$ cat config.mk
export PLATFORM = sky130hd
export DESIGN_NAME = locking_grant_router_flat
export DESIGN_NICKNAME = d
export VERILOG_FILES = /design/src/rtl/locking_grant_router_if.sv /design/src/rtl/locking_grant_router.sv /design/src/flat_wrapper.sv
export SDC_FILE = /design/constraint.sdc
export NUM_CORES = 1
export LEC_CHECK = 0
export ABC_CLOCK_PERIOD_IN_PS = 5090
export CAP_MARGIN = 10
export CORE_ASPECT_RATIO = 0.9
export CORE_MARGIN = 2
export CORE_UTILIZATION = 40
export DETAILED_ROUTE_END_ITERATION = 16
export GPL_TIMING_DRIVEN = 0
export PLACE_DENSITY = 0.95
export SETUP_SLACK_MARGIN = 0.3
export SLEW_MARGIN = 25
export SYNTH_ARGS = -nofsm -noshare
export SYNTH_HDL_FRONTEND = slang
export SYNTH_SLANG_ARGS = --single-unit
$ cat constraint.sdc
create_clock -name clk -period 5.09 [get_ports clk]
set_clock_uncertainty 0.05 [all_clocks]
set_input_delay 0.7635 -clock clk [delete_from_list [all_inputs] [get_ports clk]]
set_output_delay 0.7635 -clock clk [all_outputs]
set_load 0.005 [all_outputs]
$ cat src/rtl/locking_grant_router_if.sv
// -----------------------------------------------------------------------------
// locking_grant_router_if
//
// Purpose:
//   Bundles every handshake and payload signal of the locking grant router.
//   It covers the merged grant input channel, the two per-client grant output
//   channels, and the two status flags. Clock and reset are not part of the
//   bundle.
//
// Modports:
//   master : the environment side. It drives io_in_valid/bits and the client
//            readies, and observes io_in_ready, the client valids/bits and
//            the status flags.
//   slave  : the router side. It is the mirror image of master.
//
// Signals:
//   io_in_ready / io_in_valid        merged grant handshake
//   io_in_bits_*                     merged grant payload
//   io_out_N_ready / io_out_N_valid  per-client handshake (N = 0, 1)
//   io_out_N_bits_*                  per-client registered payload
//   io_busy                          a multi-beat burst is in progress
//   io_burst_err                     sticky client_id-changed-mid-burst flag
// -----------------------------------------------------------------------------
interface locking_grant_router_if #(
   parameter int DATA_W = 64
);

   // Merged input channel
   logic              io_in_ready;
   logic              io_in_valid;
   logic [2:0]        io_in_bits_addr_beat;
   logic [1:0]        io_in_bits_client_xact_id;
   logic              io_in_bits_manager_xact_id;
   logic              io_in_bits_is_builtin_type;
   logic [3:0]        io_in_bits_g_type;
   logic [DATA_W-1:0] io_in_bits_data;
   logic              io_in_bits_client_id;

   // Client 0 output channel
   logic              io_out_0_ready;
   logic              io_out_0_valid;
   logic [2:0]        io_out_0_bits_addr_beat;
   logic [1:0]        io_out_0_bits_client_xact_id;
   logic              io_out_0_bits_manager_xact_id;
   logic              io_out_0_bits_is_builtin_type;
   logic [3:0]        io_out_0_bits_g_type;
   logic [DATA_W-1:0] io_out_0_bits_data;
   logic              io_out_0_bits_client_id;

   // Client 1 output channel
   logic              io_out_1_ready;
   logic              io_out_1_valid;
   logic [2:0]        io_out_1_bits_addr_beat;
   logic [1:0]        io_out_1_bits_client_xact_id;
   logic              io_out_1_bits_manager_xact_id;
   logic              io_out_1_bits_is_builtin_type;
   logic [3:0]        io_out_1_bits_g_type;
   logic [DATA_W-1:0] io_out_1_bits_data;
   logic              io_out_1_bits_client_id;

   // Status
   logic              io_busy;
   logic              io_burst_err;

   modport master (
      input  io_in_ready,
      output io_in_valid,
      output io_in_bits_addr_beat,
      output io_in_bits_client_xact_id,
      output io_in_bits_manager_xact_id,
      output io_in_bits_is_builtin_type,
      output io_in_bits_g_type,
      output io_in_bits_data,
      output io_in_bits_client_id,

      output io_out_0_ready,
      input  io_out_0_valid,
      input  io_out_0_bits_addr_beat,
      input  io_out_0_bits_client_xact_id,
      input  io_out_0_bits_manager_xact_id,
      input  io_out_0_bits_is_builtin_type,
      input  io_out_0_bits_g_type,
      input  io_out_0_bits_data,
      input  io_out_0_bits_client_id,

      output io_out_1_ready,
      input  io_out_1_valid,
      input  io_out_1_bits_addr_beat,
      input  io_out_1_bits_client_xact_id,
      input  io_out_1_bits_manager_xact_id,
      input  io_out_1_bits_is_builtin_type,
      input  io_out_1_bits_g_type,
      input  io_out_1_bits_data,
      input  io_out_1_bits_client_id,

      input  io_busy,
      input  io_burst_err
   );

   modport slave (
      output io_in_ready,
      input  io_in_valid,
      input  io_in_bits_addr_beat,
      input  io_in_bits_client_xact_id,
      input  io_in_bits_manager_xact_id,
      input  io_in_bits_is_builtin_type,
      input  io_in_bits_g_type,
      input  io_in_bits_data,
      input  io_in_bits_client_id,

      input  io_out_0_ready,
      output io_out_0_valid,
      output io_out_0_bits_addr_beat,
      output io_out_0_bits_client_xact_id,
      output io_out_0_bits_manager_xact_id,
      output io_out_0_bits_is_builtin_type,
      output io_out_0_bits_g_type,
      output io_out_0_bits_data,
      output io_out_0_bits_client_id,

      input  io_out_1_ready,
      output io_out_1_valid,
      output io_out_1_bits_addr_beat,
      output io_out_1_bits_client_xact_id,
      output io_out_1_bits_manager_xact_id,
      output io_out_1_bits_is_builtin_type,
      output io_out_1_bits_g_type,
      output io_out_1_bits_data,
      output io_out_1_bits_client_id,

      output io_busy,
      output io_burst_err
   );

endinterface : locking_grant_router_if

$ cat src/rtl/locking_grant_router.sv
// -----------------------------------------------------------------------------
// locking_grant_router
//
// Purpose:
//   This is the receive-side counterpart of the two-client grant arbiter. It
//   takes the merged grant stream and steers each beat to client port 0 or 1
//   by client_id, through one registered stage.
//
//   A multi-beat grant is locked to the port chosen on its first beat until
//   BEATS multi-beat beats have been accepted, so a burst is never split
//   across clients.
//
//   A single beat, or a changed client_id, arriving inside a burst is still
//   routed to the locked port. It also raises a sticky protocol-error flag.
//
// Parameters:
//   BEATS  : beats per multi-beat grant; must be a power of two, >= 2
//   DATA_W : grant data width
//
// Ports:
//   clk    : clock
//   reset  : asynchronous, active-high reset (deassertion synchronous to clk)
//   io     : slave side of locking_grant_router_if
//            (input channel, two client channels, io_busy, io_burst_err)
//
// Timing:
//   A beat accepted in cycle t is valid at its client port in cycle t+1.
//   io_in_ready depends combinationally on the client readies only.
//   Nothing depends combinationally on io_in_valid.
// -----------------------------------------------------------------------------
module locking_grant_router #(
   parameter int BEATS  = 8,
   parameter int DATA_W = 64
) (
   input  logic                 clk,
   input  logic                 reset,
   locking_grant_router_if.slave io
);

   localparam int               CNT_W   = $clog2(BEATS);
   localparam logic [CNT_W-1:0] CNT_ONE = CNT_W'(1);

   // --------------------------------------------------------------------------
   // State
   // --------------------------------------------------------------------------
   logic              full_q,       full_d;
   logic              dst_q,        dst_d;
   logic [CNT_W-1:0]  cnt_q,        cnt_d;
   logic              lock_dst_q,   lock_dst_d;
   logic              err_q,        err_d;

   // Stage payload
   logic [2:0]        addr_beat_q,  addr_beat_d;
   logic [1:0]        cxid_q,       cxid_d;
   logic              mxid_q,       mxid_d;
   logic              builtin_q,    builtin_d;
   logic [3:0]        g_type_q,     g_type_d;
   logic [DATA_W-1:0] data_q,       data_d;
   logic              client_id_q,  client_id_d;

   // --------------------------------------------------------------------------
   // Beat classification and handshake
   // --------------------------------------------------------------------------
   logic in_multi;
   logic locked;
   logic in_dst;
   logic drain;
   logic in_ready;
   logic in_fire;
   logic violation;

   // A multi-beat grant is either a builtin g_type 5 or a custom g_type 0.
   assign in_multi = ( io.io_in_bits_is_builtin_type && (io.io_in_bits_g_type == 4'h5)) ||
                     (!io.io_in_bits_is_builtin_type && (io.io_in_bits_g_type == 4'h0));

   // A non-zero burst counter means we are between the first and last beat.
   assign locked   = (cnt_q != '0);

   // Inside a burst every beat follows the lock, whatever client_id it carries.
   assign in_dst   = locked ? lock_dst_q : io.io_in_bits_client_id;

   // The stage empties only through the port it is addressed to. The other
   // port's ready is ignored, so a stalled client cannot be bypassed.
   assign drain    = full_q && (dst_q ? io.io_out_1_ready : io.io_out_0_ready);

   // Accepting while draining keeps a full-rate stream without bubbles.
   assign in_ready = !full_q || drain;
   assign in_fire  = io.io_in_valid && in_ready;

   // Inside a burst, a single beat or a client_id differing from the lock
   // is a protocol violation.
   assign violation = locked && (!in_multi || (io.io_in_bits_client_id != lock_dst_q));

   // --------------------------------------------------------------------------
   // Next-state logic
   // --------------------------------------------------------------------------
   always_comb begin
      // NOTE: every _d gets its hold value first so no path through this block
      // leaves a variable unassigned; a missing default would infer a latch.
      full_d      = full_q;
      dst_d       = dst_q;
      cnt_d       = cnt_q;
      lock_dst_d  = lock_dst_q;
      err_d       = err_q;
      addr_beat_d = addr_beat_q;
      cxid_d      = cxid_q;
      mxid_d      = mxid_q;
      builtin_d   = builtin_q;
      g_type_d    = g_type_q;
      data_d      = data_q;
      client_id_d = client_id_q;

      if (drain) begin
         full_d = 1'b0;
      end

      if (in_fire) begin
         // A load takes priority over an empty-out in the same cycle.
         full_d      = 1'b1;
         dst_d       = in_dst;
         addr_beat_d = io.io_in_bits_addr_beat;
         cxid_d      = io.io_in_bits_client_xact_id;
         mxid_d      = io.io_in_bits_manager_xact_id;
         builtin_d   = io.io_in_bits_is_builtin_type;
         g_type_d    = io.io_in_bits_g_type;
         data_d      = io.io_in_bits_data;
         client_id_d = io.io_in_bits_client_id;

         if (in_multi) begin
            // BEATS is a power of two, so the natural wrap of the counter
            // returns it to zero right after the last beat of the burst.
            cnt_d = cnt_q + CNT_ONE;
            if (!locked) begin
               lock_dst_d = io.io_in_bits_client_id;
            end
         end

         if (violation) begin
            err_d = 1'b1;
         end
      end
   end

   // --------------------------------------------------------------------------
   // State registers
   // --------------------------------------------------------------------------
   always_ff @(posedge clk or posedge reset) begin
      if (reset) begin
         // NOTE: the payload is a single register stage, not a memory, and it
         // must read back as zero after reset. It is therefore reset along
         // with the control state.
         full_q      <= 1'b0;
         dst_q       <= 1'b0;
         cnt_q       <= '0;
         lock_dst_q  <= 1'b0;
         err_q       <= 1'b0;
         addr_beat_q <= '0;
         cxid_q      <= '0;
         mxid_q      <= 1'b0;
         builtin_q   <= 1'b0;
         g_type_q    <= '0;
         data_q      <= '0;
         client_id_q <= 1'b0;
      end else begin
         // NOTE: non-blocking assignments make every register sample the
         // pre-edge values. Blocking ones would let later lines see
         // already-updated state.
         full_q      <= full_d;
         dst_q       <= dst_d;
         cnt_q       <= cnt_d;
         lock_dst_q  <= lock_dst_d;
         err_q       <= err_d;
         addr_beat_q <= addr_beat_d;
         cxid_q      <= cxid_d;
         mxid_q      <= mxid_d;
         builtin_q   <= builtin_d;
         g_type_q    <= g_type_d;
         data_q      <= data_d;
         client_id_q <= client_id_d;
      end
   end

   // --------------------------------------------------------------------------
   // Outputs
   // --------------------------------------------------------------------------
   assign io.io_in_ready    = in_ready;
   assign io.io_busy        = locked;
   assign io.io_burst_err   = err_q;

   assign io.io_out_0_valid = full_q && !dst_q;
   assign io.io_out_1_valid = full_q &&  dst_q;

   // The payload fans out to both ports; only the port whose valid is set
   // carries a meaningful beat.
   assign io.io_out_0_bits_addr_beat       = addr_beat_q;
   assign io.io_out_0_bits_client_xact_id  = cxid_q;
   assign io.io_out_0_bits_manager_xact_id = mxid_q;
   assign io.io_out_0_bits_is_builtin_type = builtin_q;
   assign io.io_out_0_bits_g_type          = g_type_q;
   assign io.io_out_0_bits_data            = data_q;
   assign io.io_out_0_bits_client_id       = client_id_q;

   assign io.io_out_1_bits_addr_beat       = addr_beat_q;
   assign io.io_out_1_bits_client_xact_id  = cxid_q;
   assign io.io_out_1_bits_manager_xact_id = mxid_q;
   assign io.io_out_1_bits_is_builtin_type = builtin_q;
   assign io.io_out_1_bits_g_type          = g_type_q;
   assign io.io_out_1_bits_data            = data_q;
   assign io.io_out_1_bits_client_id       = client_id_q;

endmodule : locking_grant_router

$ cat src/flat_wrapper.sv
// flat-port wrapper written by rule: the top's interface ports become plain ports
module locking_grant_router_flat 
#(
   parameter int BEATS  = 8,
   parameter int DATA_W = 64
)
  (clk, reset, io_io_in_ready, io_io_in_valid, io_io_in_bits_addr_beat, io_io_in_bits_client_xact_id, io_io_in_bits_manager_xact_id, io_io_in_bits_is_builtin_type, io_io_in_bits_g_type, io_io_in_bits_data, io_io_in_bits_client_id, io_io_out_0_ready, io_io_out_0_valid, io_io_out_0_bits_addr_beat, io_io_out_0_bits_client_xact_id, io_io_out_0_bits_manager_xact_id, io_io_out_0_bits_is_builtin_type, io_io_out_0_bits_g_type, io_io_out_0_bits_data, io_io_out_0_bits_client_id, io_io_out_1_ready, io_io_out_1_valid, io_io_out_1_bits_addr_beat, io_io_out_1_bits_client_xact_id, io_io_out_1_bits_manager_xact_id, io_io_out_1_bits_is_builtin_type, io_io_out_1_bits_g_type, io_io_out_1_bits_data, io_io_out_1_bits_client_id, io_io_busy, io_io_burst_err);
  locking_grant_router_if #(.DATA_W(DATA_W)) io_i ();
  input  logic clk;
  input  logic reset;
  output wire logic [$bits(io_i.io_in_ready)-1:0] io_io_in_ready;
  input wire logic [$bits(io_i.io_in_valid)-1:0] io_io_in_valid;
  input wire logic [$bits(io_i.io_in_bits_addr_beat)-1:0] io_io_in_bits_addr_beat;
  input wire logic [$bits(io_i.io_in_bits_client_xact_id)-1:0] io_io_in_bits_client_xact_id;
  input wire logic [$bits(io_i.io_in_bits_manager_xact_id)-1:0] io_io_in_bits_manager_xact_id;
  input wire logic [$bits(io_i.io_in_bits_is_builtin_type)-1:0] io_io_in_bits_is_builtin_type;
  input wire logic [$bits(io_i.io_in_bits_g_type)-1:0] io_io_in_bits_g_type;
  input wire logic [$bits(io_i.io_in_bits_data)-1:0] io_io_in_bits_data;
  input wire logic [$bits(io_i.io_in_bits_client_id)-1:0] io_io_in_bits_client_id;
  input wire logic [$bits(io_i.io_out_0_ready)-1:0] io_io_out_0_ready;
  output wire logic [$bits(io_i.io_out_0_valid)-1:0] io_io_out_0_valid;
  output wire logic [$bits(io_i.io_out_0_bits_addr_beat)-1:0] io_io_out_0_bits_addr_beat;
  output wire logic [$bits(io_i.io_out_0_bits_client_xact_id)-1:0] io_io_out_0_bits_client_xact_id;
  output wire logic [$bits(io_i.io_out_0_bits_manager_xact_id)-1:0] io_io_out_0_bits_manager_xact_id;
  output wire logic [$bits(io_i.io_out_0_bits_is_builtin_type)-1:0] io_io_out_0_bits_is_builtin_type;
  output wire logic [$bits(io_i.io_out_0_bits_g_type)-1:0] io_io_out_0_bits_g_type;
  output wire logic [$bits(io_i.io_out_0_bits_data)-1:0] io_io_out_0_bits_data;
  output wire logic [$bits(io_i.io_out_0_bits_client_id)-1:0] io_io_out_0_bits_client_id;
  input wire logic [$bits(io_i.io_out_1_ready)-1:0] io_io_out_1_ready;
  output wire logic [$bits(io_i.io_out_1_valid)-1:0] io_io_out_1_valid;
  output wire logic [$bits(io_i.io_out_1_bits_addr_beat)-1:0] io_io_out_1_bits_addr_beat;
  output wire logic [$bits(io_i.io_out_1_bits_client_xact_id)-1:0] io_io_out_1_bits_client_xact_id;
  output wire logic [$bits(io_i.io_out_1_bits_manager_xact_id)-1:0] io_io_out_1_bits_manager_xact_id;
  output wire logic [$bits(io_i.io_out_1_bits_is_builtin_type)-1:0] io_io_out_1_bits_is_builtin_type;
  output wire logic [$bits(io_i.io_out_1_bits_g_type)-1:0] io_io_out_1_bits_g_type;
  output wire logic [$bits(io_i.io_out_1_bits_data)-1:0] io_io_out_1_bits_data;
  output wire logic [$bits(io_i.io_out_1_bits_client_id)-1:0] io_io_out_1_bits_client_id;
  output wire logic [$bits(io_i.io_busy)-1:0] io_io_busy;
  output wire logic [$bits(io_i.io_burst_err)-1:0] io_io_burst_err;
  assign io_io_in_ready = io_i.io_in_ready;
  assign io_i.io_in_valid = io_io_in_valid;
  assign io_i.io_in_bits_addr_beat = io_io_in_bits_addr_beat;
  assign io_i.io_in_bits_client_xact_id = io_io_in_bits_client_xact_id;
  assign io_i.io_in_bits_manager_xact_id = io_io_in_bits_manager_xact_id;
  assign io_i.io_in_bits_is_builtin_type = io_io_in_bits_is_builtin_type;
  assign io_i.io_in_bits_g_type = io_io_in_bits_g_type;
  assign io_i.io_in_bits_data = io_io_in_bits_data;
  assign io_i.io_in_bits_client_id = io_io_in_bits_client_id;
  assign io_i.io_out_0_ready = io_io_out_0_ready;
  assign io_io_out_0_valid = io_i.io_out_0_valid;
  assign io_io_out_0_bits_addr_beat = io_i.io_out_0_bits_addr_beat;
  assign io_io_out_0_bits_client_xact_id = io_i.io_out_0_bits_client_xact_id;
  assign io_io_out_0_bits_manager_xact_id = io_i.io_out_0_bits_manager_xact_id;
  assign io_io_out_0_bits_is_builtin_type = io_i.io_out_0_bits_is_builtin_type;
  assign io_io_out_0_bits_g_type = io_i.io_out_0_bits_g_type;
  assign io_io_out_0_bits_data = io_i.io_out_0_bits_data;
  assign io_io_out_0_bits_client_id = io_i.io_out_0_bits_client_id;
  assign io_i.io_out_1_ready = io_io_out_1_ready;
  assign io_io_out_1_valid = io_i.io_out_1_valid;
  assign io_io_out_1_bits_addr_beat = io_i.io_out_1_bits_addr_beat;
  assign io_io_out_1_bits_client_xact_id = io_i.io_out_1_bits_client_xact_id;
  assign io_io_out_1_bits_manager_xact_id = io_i.io_out_1_bits_manager_xact_id;
  assign io_io_out_1_bits_is_builtin_type = io_i.io_out_1_bits_is_builtin_type;
  assign io_io_out_1_bits_g_type = io_i.io_out_1_bits_g_type;
  assign io_io_out_1_bits_data = io_i.io_out_1_bits_data;
  assign io_io_out_1_bits_client_id = io_i.io_out_1_bits_client_id;
  assign io_io_busy = io_i.io_busy;
  assign io_io_burst_err = io_i.io_burst_err;
  locking_grant_router #(.BEATS(BEATS), .DATA_W(DATA_W)) u_core (.clk(clk), .reset(reset), .io(io_i));
endmodule
Word-level counts from Yosys, hierarchy flattened:

Index checks and enable logic that the tools add are counted.

* bits of input ports: 81
* logic and storage cells: 38
* flip-flop bits (word level): 83
* output and inout bits: 157

* $add $sub $neg: 1
* equal/unequal tests: 2
* muxes and demuxes: 4
* reduce and logical (&&, ||, !) cells: 19

Operators with widths (number)
* $logic_and A1 B1 Y1: 7
* $eq A4 B3 Y1 const B: 1
* $logic_not A1 Y1: 4
* $logic_not A4 Y1: 1
* $mux W1: 4
* $reduce_and A2 Y1: 2
* $add A3 B1 Y3 const B: 1
* $logic_or A1 B1 Y1: 3
* $reduce_bool A3 Y1: 1
* $reduce_bool A2 Y1: 1
* $ne A1 B1 Y1: 1

Logic depth before layout (Yosys ltp):

* word-level depth: 7
* depth in mapped cells: 7
* depth with buffers taken out: 5

Worst setup path after synthesis:

No wires, ideal clock.

* kind: input port to flip-flop
* from: input io_io_in_bits_g_type[0]
* to: register u_core.lock_dst_q
* buffers on the path: 0
* data arrival time: 1.861 ns
* data required time: 4.913 ns
* path slack: 3.052 ns
* cell stages on the path: 4
* cells stage by stage: or3_4 > a211oi_4 > nand4b_1 > mux2_1

* cells in the longest elaborated chain, start to end: 4
* elaborated cells between the ends (all ways): 6

Ends and longest elaborated chain
* start: declaration: line flat_wrapper.sv:17 `input wire logic [$bits(io_i.io_in_bits_g_type)-1:0] io_io_in_bits_g_type;`
* $eq A4 B3 Y1 / $logic_not A4 Y1 (equally long branches): line locking_grant_router.sv:73, locking_grant_router.sv:74
* $logic_and A1 B1 Y1, on equally long branches: line locking_grant_router.sv:73, locking_grant_router.sv:74
* $logic_or A1 B1 Y1 *: line locking_grant_router.sv:73 `assign in_multi = ( io.io_in_bits_is_builtin_type && (io.io_in_bits_g_type == 4'h5)) ||`
* $reduce_and A2 Y1 (no line) *
* end signal: assignment: line locking_grant_router.sv:171 `lock_dst_q <= lock_dst_d;`
* end: declaration: line locking_grant_router.sv:49 `logic lock_dst_q, lock_dst_d;`

Mark *: on every way between the ends. The rest lies on a longest branch, timed or not.
A chain may end at the register's enable or synchronous reset.

Worst setup path in the final report:

* from: input io_io_out_1_ready
* to: output io_io_in_ready

* cells in the longest elaborated chain, start to end: 3

Ends and longest elaborated chain
* start: declaration: line flat_wrapper.sv:29 `input wire logic [$bits(io_i.io_out_1_ready)-1:0] io_io_out_1_ready;`
* $mux W1: line locking_grant_router.sv:84 `assign drain = full_q && (dst_q ? io.io_out_1_ready : io.io_out_0_ready);`
* $logic_and A1 B1 Y1: line locking_grant_router.sv:84
* $logic_or A1 B1 Y1: line locking_grant_router.sv:87 `assign in_ready = !full_q || drain;`
* end: declaration: line flat_wrapper.sv:11 `output wire logic [$bits(io_i.io_in_ready)-1:0] io_io_in_ready;`

Every way passes these cells.

==> flow_summary_export.csv <==
group,metric,value,unit
run_status,status,"finished, final reports clean",
sta,setup-violations-final,0,
detailed_routing,detail_route.vias_per_cell,4.48,
clock_tree,clock_latency,340,ps
floorplanning,core,9170,um2
synth,syn_area,3810,um2
synth,netlist_instances,435,
place,pre_cts_ws,2300,ps
worst_setup_path,cp-end-kind,"primary output",
detailed_routing,num_vias,3630,
clock_tree,cts_buffers,9,
worst_setup_path,crit_arrival,1980,ps
sta,hold_viol_final,0,
place,gp_congestion,0.773,
detailed_routing,final_antenna_net_count,0,
worst_setup_path,path_class,"input port to primary output",
clock_tree,hold_buffers,0,
sta,tightest_slew,530,ps
global_routing,grtUsageTotal,21.7,%
min_path,hold_path_class,"register to register",
sta,setup_ws,2300,ps
pwr,fin_total_pwr,2240,uW
clock_tree,h-tree-depth,3,
finish,final_cell_area,6610,um2
synth,synth.distinct_cells,22,
global_routing,grt_pass1_wl,17400,um
place,hpwl,9000,um
global_routing,gr-total-overflow,0,
synth,synth_seq_area_share,54.5,%
detailed_routing,firstDrtPassIters,4,
sta,maxSlewViolCount,0,
clock_tree,cts_tree,"built",
worst_setup_path,critPathRequiredTime,4280,ps
min_path,hold_depth,2,
finish,syn_to_final_growth,73.5,%
pwr,p_leak,0.00321,uW
clock_tree,cts_setup_buffers,0,
floorplanning,die_w,107,um
worst_setup_path,critical_path.slowest_cell,"clkdlybuf4s50_1",
place,placed_cell_area,6360,um2
floorplanning,ios,238,
finish,nets,767,
detailed_routing,first_iter_violations,83,
place,port-buffer-count,237,
global_routing,grt_pass1_vias,3679,
sta,slew_headroom,64.7,%
synth,syn_area_per_cell,8.76,um2
detailed_routing,drt-total-wl,11400,um
sta,fmax,358,MHz
sta,period_share,54.8,%
worst_setup_path,cpMostUsedCell,"clkdlybuf4s50_1",
finish,diodes,0,
worst_setup_path,critPathLaunchType,"input port",
clock_tree,post_cts_resized,0,
worst_setup_path,slowest_delay,490,ps
sta,fin_setup_tns,0,ps
sta,rsz0062_at_grt,"false",
clock_tree,clock-sinks,83,
pwr,vdd_drop_max,0.225,mV
synth,ys_seq_elements,83,
floorplanning,rows,33,
finish,final_layout_size_suffix_gt1_share,15.4,%
floorplanning,die-height,96.6,um
global_routing,grt_max_degree,43,
detailed_routing,drcViolationCount,0,
floorplanning,dieArea,10300,um2
clock_tree,clk_pin_slew,90,ps
synth,yosys_warnings,0,
synth,syn_nets,518,
clock_tree,cts_root_buf,"clkbuf_8",
floorplanning,initial_core_util,41.6,%
worst_setup_path,path_cells,"clkdlybuf4s50_1 > mux2i_1 > nand2_1 > clkdlybuf4s50_1",
job,drv_cap,0,
pwr,power.density,340,nW/um2
global_routing,antenna_found_initial,0,
worst_setup_path,worstRegToRegCells,7,
sta,period_minus_slack,2790,ps
worst_setup_path,cp_max_fo,3,
sta,hold_slack,458,ps
detailed_routing,wire_per_inst,14.1,um
clock_tree,cts_buffer_depth,2,
## synth_stat cells, drive strengths merged
cell,count,area (um2)
nand2,231,867
buf,83,606
dfrtp,83,2080
clkbuf,11,41.3
inv,3,11.3
nand3,3,15.0
xnor2,3,26.3
and2,2,13.8
ha,2,25.0
mux2i,2,20.0
nand2b,2,12.5
o21ai,2,10.0
a211oi,1,20.0
a21bo,1,10.0
a21boi,1,7.51
a31o,1,8.76
mux2,1,11.3
nand4b,1,8.76
nor2b,1,6.26
or3,1,11.3
## flip-flops by register name (all words and copies together), names as in the netlist
name and flops:
u_core.io.io_out_0_bits_client_id 1, u_core.cnt_q 3, u_core.io.io_out_0_bits_is_builtin_type 1, u_core.io.io_out_0_bits_manager_xact_id 1, u_core.io.io_out_0_bits_client_xact_id 2, u_core.dst_q 1
u_core.io.io_out_0_bits_addr_beat 3, u_core.io.io_out_0_bits_data 64, u_core.io.io_out_0_bits_g_type 4, u_core.full_q 1, u_core.io.io_burst_err 1, u_core.lock_dst_q 1
## metal layers
| metal | global-route usage [%] | wire length (um) | up-vias |
|---|---|---|---|
| met5 | 0 | 0 | - |
| met4 | 8.12 | 190 | 0 |
| met3 | 5.03 | 714 | 17 |
| met2 | 41.0 | 6150 | 156 |
| met1 | 23.9 | 4340 | 1720 |
| li1 | - | - | 1737 |
## report_power, final
group          total, uW  internal (uW)  leakage (uW)  switching [uW]
sequential           855            761       0.00102            94.1
clock                578            339      0.000115             239
combinational        811            529       0.00208             282
## stage by stage
stage | std cells | utilization (%)
floorplan | 435 | -
global placement | 794 | 69.1
detailed placement | 795 | 69.3
CTS | 811 | 72.1
global route | 811 | 72.1
finish | 811 | 72.1
## critical path: cells and delay by family
kind,cells,cell delay (ps)
simple gates,1,110
mux,1,210
buf+inv,2,890
## worst paths after layout
path,start,slack [ps],to
min in group asynchronous,reset,770,u_core.io.io_out_0_bits_data[18]
worst max-delay path,io_io_out_1_ready,2300,io_io_in_ready
worst min register to register,u_core.io.io_out_0_bits_data[47],460,u_core.io.io_out_0_bits_data[47]
worst min-delay path,u_core.io.io_out_0_bits_data[47],460,u_core.io.io_out_0_bits_data[47]
max in group asynchronous,reset,3620,u_core.io.io_out_0_bits_client_xact_id[0]
worst max register to register,u_core.dst_q,3320,u_core.io.io_out_0_bits_g_type[2]
## cell type report
cell class	instances	area, um2
buffer	94	647
clock buffer	10	138
clock inverter	6	113
fill	679	2560
inverter	3	13.8
multi-input combinational	255	1070
sequential	83	2080
tap	122	153
timing repair buffer	238	2390
## cells in the final DEF, fill, tap and decap left out, drive strengths merged
| master | n |
|---|---|
| a21bo | 1 |
| mux2 | 1 |
| nor2b | 1 |
| nand3 | 3 |
| nand2b | 2 |
| nand4b | 1 |
| ha | 2 |
| inv | 3 |
| clkbuf | 21 |
| clkdlybuf4s50 | 237 |
| xnor2 | 3 |
| bufinv | 3 |
| or3 | 1 |
| a31o | 1 |
| mux2i | 2 |
| dfrtp | 83 |
| a211oi | 1 |
| and2 | 2 |
| a21boi | 1 |
| o21ai | 2 |
| buf | 84 |
| nand2 | 231 |
| clkinvlp | 3 |
## cell families after synthesis
| logic type | after synthesis | share of synthesized area [%] |
|---|---|---|
| multiplexers | 3 | 0.821 |
| adder cells (fa/ha/maj) | 2 | 0.657 |
| AND/OR/NAND/NOR | 241 | 24.5 |
| AO/OA/AOI/OAI | 6 | 1.48 |
| XOR/XNOR | 3 | 0.690 |
| flip-flops | 83 | 54.5 |
| buffers and inverters | 97 | 17.3 |
Note: power is estimated with default switching activity, not from simulation.
